==> config.mk <==
export PLATFORM = sky130hd
export DESIGN_NAME = bank_isu
export DESIGN_NICKNAME = d
export VERILOG_FILES = /design/src/rtl/bank_isu.sv
export SDC_FILE = /design/constraint.sdc
export NUM_CORES = 1
export LEC_CHECK = 0
export ABC_AREA = 1
export CAP_MARGIN = 20
export CORE_ASPECT_RATIO = 1.75
export CORE_UTILIZATION = 45
export CTS_BUF_LIST = sky130_fd_sc_hd__clkbuf_4
export DETAILED_ROUTE_END_ITERATION = 16
export PLACE_DENSITY_LB_ADDON = 0.1
export SYNTH_ARGS = -nofsm -noshare
export SYNTH_HDL_FRONTEND = slang
export SYNTH_SLANG_ARGS = --single-unit
==> constraint.sdc <==
create_clock -name clk_i -period 41.3 [get_ports clk_i]
set_input_delay 8.26 -clock clk_i [delete_from_list [all_inputs] [get_ports clk_i]]
set_output_delay 8.26 -clock clk_i [all_outputs]
set_load 0.01 [all_outputs]
==> src/rtl/bank_isu.sv <==
// rtl/bank_isu.sv - bank refill issue unit: line FIFO, two-beat SRAM write issue, done pulse
// Optional feature macro: ISU_PERF_CNT_EN (adds isu_perf_refill_cnt_o completed-line counter)
module bank_isu #(
  parameter int DATA_WIDTH = 256,
  parameter int ID_WIDTH   = 6,
  parameter int FIFO_DEPTH = 2
) (
  input  logic                  clk_i,
  input  logic                  rst_i,
  input  logic                  biu_isu_rvalid_i,
  output logic                  biu_isu_rready_o,
  input  logic [DATA_WIDTH-1:0] biu_isu_rdata_i,
  input  logic [ID_WIDTH-1:0]   biu_isu_rid_i,
  output logic                  isu_sc_valid_o,
  input  logic                  isu_sc_ready_i,
  output logic [127:0]          isu_sc_data_o,
  output logic [ID_WIDTH:0]     isu_sc_set_way_offset_o,
  output logic                  isu_htu_done_valid_o,
  output logic [ID_WIDTH-1:0]   isu_htu_done_id_o
`ifdef ISU_PERF_CNT_EN
  ,
  output logic [31:0]           isu_perf_refill_cnt_o
`endif
);

  localparam int PW = $clog2(FIFO_DEPTH);
  localparam int CW = PW + 1;

  typedef enum logic {BEAT_LO = 1'b0, BEAT_HI = 1'b1} beat_t;

  logic [DATA_WIDTH-1:0] data_mem [FIFO_DEPTH];
  logic [ID_WIDTH-1:0]   id_mem   [FIFO_DEPTH];
  logic [PW-1:0]         wr_ptr;
  logic [PW-1:0]         rd_ptr;
  logic [CW-1:0]         count;
  beat_t                 beat;
  logic                  done_valid;
  logic [ID_WIDTH-1:0]   done_id;

  logic push;
  logic fire;
  logic pop;

  // Readiness depends on occupancy only, so a full FIFO never accepts even when popping.
  assign biu_isu_rready_o = (count != CW'(FIFO_DEPTH));
  assign isu_sc_valid_o   = (count != '0);
  assign push             = biu_isu_rvalid_i & biu_isu_rready_o;
  assign fire             = isu_sc_valid_o & isu_sc_ready_i;
  assign pop              = fire & (beat == BEAT_HI);

  assign isu_sc_data_o           = (beat == BEAT_HI) ? data_mem[rd_ptr][DATA_WIDTH-1 -: 128]
                                                     : data_mem[rd_ptr][127:0];
  assign isu_sc_set_way_offset_o = {id_mem[rd_ptr], beat};
  assign isu_htu_done_valid_o    = done_valid;
  assign isu_htu_done_id_o       = done_id;

  always_ff @(posedge clk_i) begin
    if (push) begin
      data_mem[wr_ptr] <= biu_isu_rdata_i;
      id_mem[wr_ptr]   <= biu_isu_rid_i;
    end
  end

  always_ff @(posedge clk_i) begin
    if (rst_i) begin
      wr_ptr     <= '0;
      rd_ptr     <= '0;
      count      <= '0;
      beat       <= BEAT_LO;
      done_valid <= 1'b0;
      done_id    <= '0;
    end else begin
      if (push) wr_ptr <= wr_ptr + PW'(1);
      if (pop)  rd_ptr <= rd_ptr + PW'(1);
      case ({push, pop})
        2'b10:   count <= count + CW'(1);
        2'b01:   count <= count - CW'(1);
        default: count <= count;
      endcase
      if (fire) beat <= (beat == BEAT_LO) ? BEAT_HI : BEAT_LO;
      done_valid <= pop;
      if (pop) done_id <= id_mem[rd_ptr];
    end
  end

`ifdef ISU_PERF_CNT_EN
  logic [31:0] perf_cnt;

  always_ff @(posedge clk_i) begin
    if (rst_i)    perf_cnt <= '0;
    else if (pop) perf_cnt <= perf_cnt + 32'd1;
  end

  assign isu_perf_refill_cnt_o = perf_cnt;
`endif

endmodule

==> out/qor.yml <==
outcome:
  outcome: "finished, final reports clean"
synthesis:
  syn_inst: 1343
  ys_types: 20
  synth_nets: 1610
  netlist_area_um2: 19900
  ys_ff_latch: 537
  ys_seq_area_share_pct: 80.3
  syn_area_per_cell_um2: 14.8
  yosys_warnings: 0
pwr:
  clkPwrFrac_pct: 33.0
  p_per_area_nw_per_um2: 46.5
  p_comb_share_pct: 13.0
  switching_share_pct: 23.9
  p_leak_nw: 8.85
  power_frac_seq_pct: 54.0
  net-switching-power_w: 0.000287
  intPower_w: 0.000916
  vdd_ir_drop_max_mv: 0.0262
clock_network:
  cts_hold_buf: 0
  clk_path_buf_depth: 3
  cts_tree: "done"
  htreeDepth: 3
  post_cts_buffers: 0
  cts_sinks: 537
  cts_root_buffer: "clkbuf_4"
  cts-buffers-inserted: 118
  clk_pin_slew_ns: 0.07
  cts_resized: 0
  insertion_delay_ns: 0.81
route:
  num_vias: 12911
  antenna_left: 0
  wl_per_cell_um: 20.0
  drt_iter0_markers: 793
  avgViaCountPerCell: 5.22
  dr.pass1.iters: 7
  drc: 0
  drt_wl_total_mm: 49.5
worst_hold_path:
  hold_class: "register to register"
timing:
  setup_tns_ns: 0
  fin_crit_sh_pct: 29.8
  tightest_slew_ns: 1.11
  clock_skew_ns: 0.0438
  hold_violations: 0
  relSlewSlack_pct: 25.7
  rsz0062_at_grt: "false"
  setup_violations: 0
  finalCriticalPeriod_ns: 12.30
  fmax_ghz: 0.0813
  drv_slew: 0
  setup_slack_ns: 29.00
flow_run:
  maxCapViolCount: 0
global_route:
  grt_overflow_total: 0
  grt_pass1_wl_mm: 73.6
  antenna_found_initial: 25
  grt_max_degree: 168
  grt_pass1_vias: 13283
  grt_use_total_pct: 21.7
finish:
  layout_common_cells: "524 x edfxtp_1, 409 x clkdlybuf4s50_1, 266 x nor2_1, 206 x o21ai_0, 170 x clkbuf_4"
  nets: 2065
  areaGrowthSynthToFinish_pct: 29.9
  final_layout_size_suffix_gt1_share_pct: 10.6
  fillers: 3536
  final_common_cell: "edfxtp_1"
placed_design:
  hpwl_mm: 29.7
  post-place-ws_ns: 29.70
  gp_congestion: 0.781
  port_buffers: 409
critical_path:
  path_buf_inv: 3
  end_kind: "primary output"
  path_class: "register to primary output"
  cp.required_ns: 33.04
  cpPeakStageDelay_ns: 0.96
  crit_fanout: 167
  critPathArrivalTime_ns: 4.04
  crit_chain: "inv_8 -> buf_4 -> o21ai_0 -> o22ai_1 -> clkdlybuf4s50_1"
  critPathLaunchType: "register"
  cp_top_family: "buffers and inverters"
  crit_path_top_delay_cell: "buf_4"
floorplan:
  dieArea_um2: 45100
  pin_count: 410
  coreArea_um2: 43500
  dieHeight_um: 280
  rows: 101
  initial_core_util_pct: 45.8
  die_x_um: 161
-- per-layer routing --
layer	global-route usage, %	wire length (µm)	vias up
met4	12.8	1890	8
met5	0	61	-
met1	22.6	17600	6262
li1	-	-	6081
met2	38.3	26300	452
met3	6.59	3590	108
-- flip-flops by register name, indices dropped and copies added (netlist names), named ones only --
| signal | flops |
|---|---|
| beat | 1 |
| count | 2 |
| data_mem | 512 |
| id_mem | 12 |
| isu_htu_done_id_o | 6 |
| isu_htu_done_valid_o | 1 |
| rd_ptr | 1 |
| wr_ptr | 1 |
-- path summary, 6_finish.rpt --
kind | start | end | slack (ns) | cells past startpoint
setup / recovery | register | isu_sc_data_o[15] | 29.00 | 5
hold / removal | isu_htu_done_id_o[4]$_SDFFE_PP0P_ | isu_htu_done_id_o[4]$_SDFFE_PP0P_ | 0.47 | 2
setup reg to reg | count[0]$_SDFFE_PP0P_ | data_mem[0][28]$_DFFE_PP_ | 38.01 | 6
hold reg to reg | isu_htu_done_id_o[4]$_SDFFE_PP0P_ | isu_htu_done_id_o[4]$_SDFFE_PP0P_ | 0.47 | 2
-- cells by family (layout without fill, tap and decap cells) --
kind of cell               count (synthesis)  after routing  synth area share [%]
DFF                                      537            537                  80.3
AOI/OAI and AO/OA                        388            388                  10.6
buffers and inverters                     99            640                  2.89
and+or+nand+nor                          318            318                  6.17
other                                      0             22                     0
adders and majority gates                  1              1                0.0628
-- power groups by stage --
| stage | combinational [W] | sequential (W) | clock [W] |
|---|---|---|---|
| after floorplan | 0.0000654 | 0.000673 | 0 |
| after global placement | 0.000156 | 0.000661 | 0 |
| after detailed placement | 0.000158 | 0.000662 | 0 |
| after CTS | 0.000159 | 0.000650 | 0.000411 |
| after global routing | 0.000169 | 0.000653 | 0.000436 |
| final | 0.000157 | 0.000650 | 0.000396 |
-- worst min-delay path, delay by kind of cell, from the launching register on --
| kind | cells | cell delay (ns) |
|---|---|---|
| flip-flops | 1 | 0.31 |
| AND/OR/NAND/NOR | 2 | 0.12 |
-- synth_stat cells (all sizes together) --
cell,count,area [µm²]
a21oi,2,10.0
buf,44,364
clkbuf,44,165
clkinv,1,3.75
dfxtp,13,260
edfxtp,524,15700
ha,1,12.5
inv,10,42.5
nand2,34,128
nand3,8,45.0
nand4,8,50.1
nor2,268,1010
o21ai,258,1290
o22ai,128,801
-- final cells by class --
type	instances	area (µm²)	area share, %
Multi-Input combinational cell	707	3360	13.0
Sequential cell	537	16000	61.8
Timing Repair Buffer	423	4220	16.3
Antenna cell	22	55.1	0.213
Clock buffer	170	1280	4.93
Tap cell	566	708	2.74
Clock inverter	36	204	0.788
Inverter	11	51.3	0.198
-- metrics by stage --
step	hold slack [ns]	total power [W]	instance area, µm²	instances	utilization, %
after global placement	0.460	0.000817	24300	2243	55.9
after CTS	0.478	0.00122	25800	2450	59.4
after global routing	0.497	0.00126	25900	2472	59.5
final	0.474	0.00120	25900	2472	59.5
after detailed placement	0.465	0.000820	24300	2244	56.0
after floorplan	0.474	0.000738	19900	1343	-
(Power assumes the default switching activity.)
==> RTL change (config.mk and constraints unchanged) <==
The parameter `ID_WIDTH` goes from 6 to 12.
--- a/src/rtl/bank_isu.sv
+++ b/src/rtl/bank_isu.sv
@@ -3,5 +3,5 @@
 module bank_isu #(
   parameter int DATA_WIDTH = 256,
-  parameter int ID_WIDTH   = 6,
+  parameter int ID_WIDTH   = 12,
   parameter int FIFO_DEPTH = 2
 ) (
Interface: changed (resized biu_isu_rid_i, isu_htu_done_id_o and isu_sc_set_way_offset_o); port bits go from 410 to 428. The function was not compared with the original's and may differ.
==> RTL change against the original RTL <==
Sequential cell count up 18; utilization up 0.13 points; non-clock buffer count up 20; area after synthesis up 3.7%; worst setup slack worse by 0.12 ns; wire length up 4.6%; power up 6.7%; design area up 4.3%; worst hold slack better by 0.0023 ns; critical path type unchanged; largest cell class unchanged.
==> RTL change: results (changes against the original RTL) <==
arrival_ns: 4.16  # +0.12 ns
synthTopCellsByArea: "edfxtp_1, o21ai_0, nor2_1, o22ai_1, dfxtp_1"
hold_start: "isu_htu_done_id_o[7]$_SDFFE_PP0P_"
regArea_um2: 16500  # +3.0%
drt_iter0_markers: 800  # +0.88%
synth_nets: 1677  # +4.2%
dr.pass1.iters: 5  # -2
reg2reg_depth: 7  # +1
avgSynthCellArea_um2: 14.7  # -0.79%
cts_made_buffers: 131  # +11%
timing.rr.end: "data_mem[0][237]$_DFFE_PP_"
grt_use_total_pct: 22.2  # +0.44 points
antenna_found_initial: 24  # -4.0%
seq_power_uw: 671  # +3.2%
irDropWorstVdd_uv: 29.0  # +11%
p_clk_uw: 451  # +14%
n_antenna_cell: 20  # -9.1%
grt_pass1_vias: 14000  # +5.5%
ctsHtreeMaxLevel: 4  # +1
synth_cell_types: 21  # +5.0%
placed_cells: 2326  # +3.7%
final_cells: 2564  # +3.7%
use_met3_pct: 7.97  # +1.4 points
wl_met3_um: 4170  # +16%
p_leak_uw: 0.00933  # +5.4%
routabilityCongestion: 0.774  # -0.88%
globalRouteMet1Util_pct: 23.3  # +0.65 points
nClkBuffers: 182  # +7.1%
viasPerCell: 5.26  # +0.78%
numPortBuffers: 427  # +4.4%
status: "finished, final reports clean"
-- RTL change: cell types whose count changed after synthesis, moves of 3 or more --
cell / before / now
nand4_1: 8 / 14
o21ai_1: 52 / 14
nand3_1: 7 / 14
buf_6: 21 / 25
nand2_1: 34 / 58
buf_4: 5 / 8
dfxtp_1: 13 / 19
o21ai_0: 206 / 244
edfxtp_1: 524 / 536
-- RTL change: cell families (layout without fill, tap and decap cells) --
| group | count (synthesis) | after routing | share of synthesized area, % |
|---|---|---|---|
| adders and majority gates | 1 | 1 | 0.0606 |
| AOI/OAI and AO/OA | 388 | 388 | 10.2 |
| buffers and inverters | 106 | 669 | 3.31 |
| DFF | 555 | 555 | 79.8 |
| and+or+nand+nor | 354 | 354 | 6.69 |
| other | 0 | 20 | 0 |
-- RTL change: per-stage QoR --
stage,instance area (µm²),hold WS [ns]
final,27000,0.476
after detailed placement,25200,0.466
after global placement,25100,0.461
after CTS,26900,0.478
after global routing,27000,0.505
after floorplan,20700,0.474
